File: config.mk
export PLATFORM = sky130hd
export DESIGN_NAME = vga_sync_rx
export DESIGN_NICKNAME = d
export VERILOG_FILES = /design/src/rtl/vga_sync_rx.sv
export SDC_FILE = /design/constraint.sdc
export NUM_CORES = 1
export LEC_CHECK = 0
export CAP_MARGIN = 20
export CORE_AREA = 2 2 100 83
export CTS_BUF_LIST = sky130_fd_sc_hd__clkbuf_8
export CTS_CLUSTER_SIZE = 8
export DETAILED_ROUTE_END_ITERATION = 8
export DIE_AREA = 0 0 102 85
export PLACE_DENSITY = 0.89
export SYNTH_ARGS = -nofsm -noshare
export SYNTH_HDL_FRONTEND = slang
export SYNTH_SLANG_ARGS = --single-unit
File: constraint.sdc
create_clock -name CLK -period 6.5 [get_ports CLK]
set_input_delay 1.3 -clock CLK [delete_from_list [all_inputs] [get_ports CLK]]
set_output_delay 1.3 -clock CLK [all_outputs]
set_load 0.005 [all_outputs]
File: src/rtl/vga_sync_rx.sv
// vga_sync_rx: recovers pixel coordinates, active video and lock from VGA sync edges.
// Define VGA_RX_CRC_EN to build the per-frame CRC-16 of active pixels on FrameCrc.
module vga_sync_rx #(
    parameter int H_TOTAL     = 800,
    parameter int V_TOTAL     = 525,
    parameter int H_BACK      = 144,
    parameter int V_BACK      = 35,
    parameter int H_ACTIVE    = 640,
    parameter int V_ACTIVE    = 480,
    parameter int LOCK_FRAMES = 2
) (
    input  logic        CLK,
    input  logic        nReset,
    input  logic        HSync,
    input  logic        VSync,
    input  logic [2:0]  Red,
    input  logic [2:0]  Green,
    input  logic [1:0]  Blue,
    output logic [9:0]  x,
    output logic [9:0]  y,
    output logic        De,
    output logic [7:0]  Pix,
    output logic        Lock,
    output logic        FrameStart,
    output logic        SyncErr,
    output logic [15:0] FrameCrc
);
    localparam logic [1:0]  ST_SEARCH  = 2'd0;
    localparam logic [1:0]  ST_MEASURE = 2'd1;
    localparam logic [1:0]  ST_LOCKED  = 2'd2;
    localparam logic [10:0] HCNT_MAX   = 11'(2 * H_TOTAL);
    localparam logic [11:0] H_LEN      = 12'(H_TOTAL);
    localparam logic [9:0]  V_LAST     = 10'(V_TOTAL - 1);
    localparam logic [10:0] H_LO       = 11'(H_BACK);
    localparam logic [10:0] H_HI       = 11'(H_BACK + H_ACTIVE);
    localparam logic [9:0]  V_LO       = 10'(V_BACK);
    localparam logic [9:0]  V_HI       = 10'(V_BACK + V_ACTIVE);
    localparam logic [7:0]  GOOD_LOCK  = 8'(LOCK_FRAMES);

    logic [2:0]  hs_q, vs_q;
    logic [7:0]  pix1_q, pix2_q;
    logic        hs_fall_s, vs_fall_s;
    logic [10:0] hcnt_q, hcnt_d;
    logic [9:0]  vcnt_q, vcnt_d;
    logic [1:0]  state_q, state_d;
    logic [7:0]  good_q, good_d;
    logic        skip_q, skip_d, lock_q, lock_d;
    logic        fs_q, fs_d, err_q, err_d;
    logic        line_err_s, frame_err_s, timeout_s, viol_s, act_s;
    logic [9:0]  x_q, x_d, y_q, y_d;
    logic        de_q;
    logic [7:0]  pix_q;

    // Sync synchronizer plus history flop, and pixel delay matching the sync path
    always_ff @(posedge CLK or negedge nReset) begin
        if (!nReset) begin
            hs_q   <= 3'b111;
            vs_q   <= 3'b111;
            pix1_q <= 8'd0;
            pix2_q <= 8'd0;
        end else begin
            hs_q   <= {hs_q[1:0], HSync};
            vs_q   <= {vs_q[1:0], VSync};
            pix1_q <= {Red, Green, Blue};
            pix2_q <= pix1_q;
        end
    end

    assign hs_fall_s = hs_q[2] & ~hs_q[1];
    assign vs_fall_s = vs_q[2] & ~vs_q[1];

    // Next-state counters; hcnt_d is the column of the pixel now leaving the delay line
    always_comb begin
        if (hs_fall_s) begin
            hcnt_d = 11'd0;
        end else if (hcnt_q == HCNT_MAX) begin
            hcnt_d = hcnt_q;
        end else begin
            hcnt_d = hcnt_q + 11'd1;
        end
        if (vs_fall_s) begin
            vcnt_d = 10'd0;
        end else if (hs_fall_s) begin
            vcnt_d = vcnt_q + 10'd1;
        end else begin
            vcnt_d = vcnt_q;
        end
    end

    assign line_err_s  = hs_fall_s & ~skip_q & (({1'b0, hcnt_q} + 12'd1) != H_LEN);
    assign frame_err_s = vs_fall_s & (vcnt_q != V_LAST);
    assign timeout_s   = (hcnt_d == HCNT_MAX);
    assign viol_s      = line_err_s | frame_err_s | timeout_s;

    // Lock FSM: a violation always beats a coincident VSync edge
    always_comb begin
        state_d = state_q;
        good_d  = good_q;
        skip_d  = skip_q;
        lock_d  = lock_q;
        fs_d    = 1'b0;
        err_d   = 1'b0;
        case (state_q)
            ST_SEARCH: begin
                lock_d = 1'b0;
                if (vs_fall_s) begin
                    state_d = ST_MEASURE;
                    good_d  = 8'd0;
                    skip_d  = 1'b1;
                end else begin
                    state_d = ST_SEARCH;
                end
            end
            ST_MEASURE: begin
                if (viol_s) begin
                    err_d   = 1'b1;
                    state_d = ST_SEARCH;
                end else begin
                    skip_d = skip_q & ~hs_fall_s;
                    if (vs_fall_s && ((good_q + 8'd1) == GOOD_LOCK)) begin
                        state_d = ST_LOCKED;
                        lock_d  = 1'b1;
                    end else if (vs_fall_s) begin
                        good_d = good_q + 8'd1;
                    end else begin
                        good_d = good_q;
                    end
                end
            end
            ST_LOCKED: begin
                if (viol_s) begin
                    err_d   = 1'b1;
                    lock_d  = 1'b0;
                    state_d = ST_SEARCH;
                end else begin
                    fs_d = vs_fall_s;
                end
            end
            default: begin
                state_d = ST_SEARCH;
                lock_d  = 1'b0;
            end
        endcase
    end

    assign act_s = lock_d & (hcnt_d >= H_LO) & (hcnt_d < H_HI) & (vcnt_d >= V_LO) & (vcnt_d < V_HI);

    // Coordinates are zero outside the gated active area
    always_comb begin
        if (act_s) begin
            x_d = 10'(hcnt_d - H_LO);
            y_d = vcnt_d - V_LO;
        end else begin
            x_d = 10'd0;
            y_d = 10'd0;
        end
    end

    // Timing state and registered outputs
    always_ff @(posedge CLK or negedge nReset) begin
        if (!nReset) begin
            hcnt_q  <= 11'd0;
            vcnt_q  <= 10'd0;
            state_q <= ST_SEARCH;
            good_q  <= 8'd0;
            skip_q  <= 1'b0;
            lock_q  <= 1'b0;
            fs_q    <= 1'b0;
            err_q   <= 1'b0;
            x_q     <= 10'd0;
            y_q     <= 10'd0;
            de_q    <= 1'b0;
            pix_q   <= 8'd0;
        end else begin
            hcnt_q  <= hcnt_d;
            vcnt_q  <= vcnt_d;
            state_q <= state_d;
            good_q  <= good_d;
            skip_q  <= skip_d;
            lock_q  <= lock_d;
            fs_q    <= fs_d;
            err_q   <= err_d;
            x_q     <= x_d;
            y_q     <= y_d;
            de_q    <= act_s;
            pix_q   <= pix2_q;
        end
    end

    assign x          = x_q;
    assign y          = y_q;
    assign De         = de_q;
    assign Pix        = pix_q;
    assign Lock       = lock_q;
    assign FrameStart = fs_q;
    assign SyncErr    = err_q;

`ifdef VGA_RX_CRC_EN
    function automatic logic [15:0] crc16_step(input logic [15:0] crc_in, input logic [7:0] data);
        logic [15:0] c;
        c = crc_in;
        for (int i = 7; i >= 0; i--) begin
            if (c[15] ^ data[i]) begin
                c = {c[14:0], 1'b0} ^ 16'h1021;
            end else begin
                c = {c[14:0], 1'b0};
            end
        end
        return c;
    endfunction

    logic [15:0] crc_q, crc_d, fcrc_q, fcrc_d;

    // Running CRC restarts on every VSync edge; the result is published only on locked edges
    always_comb begin
        if (vs_fall_s) begin
            crc_d = 16'hFFFF;
        end else if (act_s) begin
            crc_d = crc16_step(crc_q, pix2_q);
        end else begin
            crc_d = crc_q;
        end
        if (fs_d) begin
            fcrc_d = crc_q;
        end else begin
            fcrc_d = fcrc_q;
        end
    end

    // CRC registers
    always_ff @(posedge CLK or negedge nReset) begin
        if (!nReset) begin
            crc_q  <= 16'hFFFF;
            fcrc_q <= 16'd0;
        end else begin
            crc_q  <= crc_d;
            fcrc_q <= fcrc_d;
        end
    end

    assign FrameCrc = fcrc_q;
`else
    assign FrameCrc = 16'd0;
`endif

endmodule

==> results summary <==
The count of maximum capacitance violations is 0. The count of H-tree levels built during CTS is 3. The post-route DRC violation count came out at 0. The final setup violation count came out at 0. The post-route clock skew came out at 0.0191 ns. The fraction of layout cells with a size suffix above 1 came out at 11.5%.

The post-placement cell count came out at 560. Data on the critical path arrives at its endpoint at 3.90 ns. STA classifies the critical path endpoint as a flop. The global placement routability congestion came out at 0.972. The power per standard cell area is 223 nW/um^2. CTS placed an instance of sky130_fd_sc_hd__clkbuf_8 at the clock tree root.

The category of the most critical setup path is flop to flop. The worst-margin pin slew is 0.697 ns. The post-synthesis async set-or-reset flop share came out at 100%.

The number of resized instances in the post-cts repair step is 0. The run finished with clean final reports. In this run, post-CTS hold repair placed 0 buffers.

The smallest clock period supported by the final layout is computed as 3.66 ns. The cell area that synthesis handed to floorplanning was 4510 um^2. The number of sinks handled by clock tree synthesis is 86. The detailed router placed 3336 vias in this run. The antenna diode instance count is 0. Of the available clock period, the critical path in the final layout requires 56.4%. The total of warnings raised by yosys came out at 0. The highest clock frequency the design can meet is 0.273 GHz. The via count of the first global-routing pass is 3181. The final-report hold violation count came out at 0. The number of vias per cell came out at 5.78. Relative to the synthesized area, the layout overhead comes to 13.1%. The die height is 85 um. After clock tree synthesis, the setup repair step added 0 buffers. The number of instances in the synthesized netlist came out at 426.

The total global-route track usage came out at 23.1%. For the final routed database, the setup TNS stands at 0 ns. The first-pass GRT wire length came out at 15500 um.

sky130_fd_sc_hd__dfrtp_1 is the most common cell in the netlist. The count of input and output buffers came out at 43. Once layout is complete, the cells apart from fillers number 577. The clock-pin slew on the worst setup and hold paths came out at 0.11 ns. The largest total area in the synthesized netlist belongs to sky130_fd_sc_hd__dfrtp_1. By count the netlist is led by sky130_fd_sc_hd__dfrtp_1 (80), sky130_fd_sc_hd__nand2_1 (30), sky130_fd_sc_hd__nor2_1 (26).

The routed length per instance is 16.1 um. The part of the Yosys area used for sequential elements came out at 47.9%. The core outline area came out at 7690 um^2. The total iterations of the first detailed-routing run came out at 6. TritonCTS built the clock tree. The detailed-placement wirelength estimate came out at 6620 um. The post-synthesis area per instance came out at 10.6 um^2. The floorplan step set the die width to 102 um. The initial antenna violation count came out at 0.

For this block, the routed nets add up to 9300 um of wire. The number of routed nets with antenna violations is 0. For this run, the share of the core covered by cells in the final layout is 66.4%. STA classifies the critical path startpoint as a flop. The leakage power is 0.00225 uW. The later-pin clock latency in the skew report is 0.37 ns. The peak fanout along the critical path came out at 22. The required time reported for the critical path endpoint is 6.73 ns. The worst pin sits at a relative slew slack of 53.4%. The largest buffer count on any clock path came out at 2. The number of buffers created by CTS came out at 9. Global routing finished with a remaining overflow of 0. The final number of max-transition violations is 0. The maximum number of pins on one net before global-route repair is 87. Setup repair after global routing left no endpoint under its margin. The primary flip-flop cell chosen by synthesis mapping is sky130_fd_sc_hd__dfrtp_1. The number of register bits inferred by synthesis came out at 86.

The die footprint is 8670 um^2. The worst hold path belongs to the class flop to flop. The number of flops mapped to enable cells by yosys is 0.

The final net count came out at 490. Pin placement for this block handled 60 I/O pins. The number of distinct library cells after synthesis is 78. The fraction of synthesized cell area taken by the top area cell type is 44.4%. The peak supply drop is 0.147 mV.

After synthesis, the cell types taking the most area are sky130_fd_sc_hd__dfrtp_1 (44%), sky130_fd_sc_hd__ha_1 (3.9%), sky130_fd_sc_hd__dfstp_2 (3.5%). The starting density of the core is 58.7%. The placement row count is 29. The first-iteration detailed-routing DRC count came out at 210.
[final timing paths]
path                                startpoint                end  slack (ns)  cells after the start
max                        hcnt_q[0]$_DFF_PN0_     x[3]$_DFF_PN0_        2.84                     11
min                          vs_q[0]$_DFF_PN1_  vs_q[1]$_DFF_PN1_        0.35                      0
max reg2reg                hcnt_q[0]$_DFF_PN0_     x[3]$_DFF_PN0_        2.84                     11
min reg2reg                  vs_q[0]$_DFF_PN1_  vs_q[1]$_DFF_PN1_        0.35                      0
max in group asynchronous               nReset  hs_q[2]$_DFF_PN1_        4.91                      2
min in group asynchronous               nReset   Pix[7]$_DFF_PN0_        0.91                      1
[state kept, by name, indices dropped and copies added, names as in the netlist, 8 cells and up]
register and cells:
vcnt_q 10, hcnt_q 11, Pix 8, y 10, good_q 8, pix2_q 8, x 10, pix1_q 8
[per-stage QoR]
step | hold slack [ns] | total power (uW) | cell area (um^2) | setup slack, ns
final | 0.352 | 1140 | 5110 | 2.84
after floorplan | 0.331 | 732 | 4570 | 3.64
after global routing | 0.356 | 1200 | 5110 | 2.56
after CTS | 0.356 | 1140 | 5090 | 2.88
after global placement | 0.333 | 761 | 4890 | 3.21
after detailed placement | 0.336 | 774 | 4890 | 2.90
[logic make-up (layout without fill, tap and decap cells)]
family | count (synthesis) | count (layout) | synth area share, %
other cells | 1 | 16 | 0.0831
xor+xnor | 22 | 22 | 4.27
buf+inv | 58 | 86 | 7.76
compound gates | 92 | 92 | 15.6
flops | 86 | 86 | 47.9
mux | 10 | 10 | 2.25
fa+ha+maj | 14 | 14 | 3.88
simple gates | 143 | 143 | 18.3
[critical path: stages (launching register included)]
cell	delay (ns)
sky130_fd_sc_hd__dfrtp_1	0.51
sky130_fd_sc_hd__inv_1	0.13
sky130_fd_sc_hd__ha_1	0.22
sky130_fd_sc_hd__nor4b_4	0.14
sky130_fd_sc_hd__a31oi_1	0.43
sky130_fd_sc_hd__or2b_2	0.37
sky130_fd_sc_hd__ha_1	0.20
sky130_fd_sc_hd__o21ai_0	0.11
sky130_fd_sc_hd__a2111o_1	0.20
sky130_fd_sc_hd__o211a_4	0.24
sky130_fd_sc_hd__nand3_2	0.40
sky130_fd_sc_hd__a2111oi_0	0.56
[cell type report]
cell class,instances,area (um^2)
multi-input combinational,297,2060
inverter,23,86.3
clock inverter,7,71.3
fill,591,2590
clock buffer,9,124
timing repair buffer,47,470
tap,108,135
sequential,86,2160
[metal layers]
metal	vias up	global-route usage, %	wire (um)
met1	1610	32.0	4140
met2	139	35.9	4430
li1	1570	-	-
met3	17	5.27	587
met4	0	8.00	132
met5	-	0	0
[where the power goes]
group / leakage, uW / total [uW] / internal, uW / switching (uW)
clock network: 0.000102 / 369 / 152 / 217
registers: 0.00111 / 603 / 560 / 42.6
logic: 0.00103 / 164 / 69.2 / 94.8
total: 0.00225 / 1140 / 782 / 355
[layout by cell type, fill, tap and decap left out, types with 10 or more instances in the layout]
cell | netlist | routed
sky130_fd_sc_hd__nand3_1 | 14 | 14
sky130_fd_sc_hd__a21oi_1 | 10 | 10
sky130_fd_sc_hd__a211oi_1 | 19 | 19
sky130_fd_sc_hd__ha_1 | 14 | 14
sky130_fd_sc_hd__inv_1 | 23 | 23
sky130_fd_sc_hd__nor2_1 | 26 | 26
sky130_fd_sc_hd__nor3_1 | 12 | 12
sky130_fd_sc_hd__clkdlybuf4s50_1 | 0 | 42
sky130_fd_sc_hd__dfrtp_1 | 80 | 80
sky130_fd_sc_hd__xnor2_1 | 15 | 15
sky130_fd_sc_hd__nand2_1 | 30 | 30
sky130_fd_sc_hd__conb_1 | 1 | 16
sky130_fd_sc_hd__o21ai_0 | 11 | 10
Note: power is estimated with default switching activity, not from simulation.
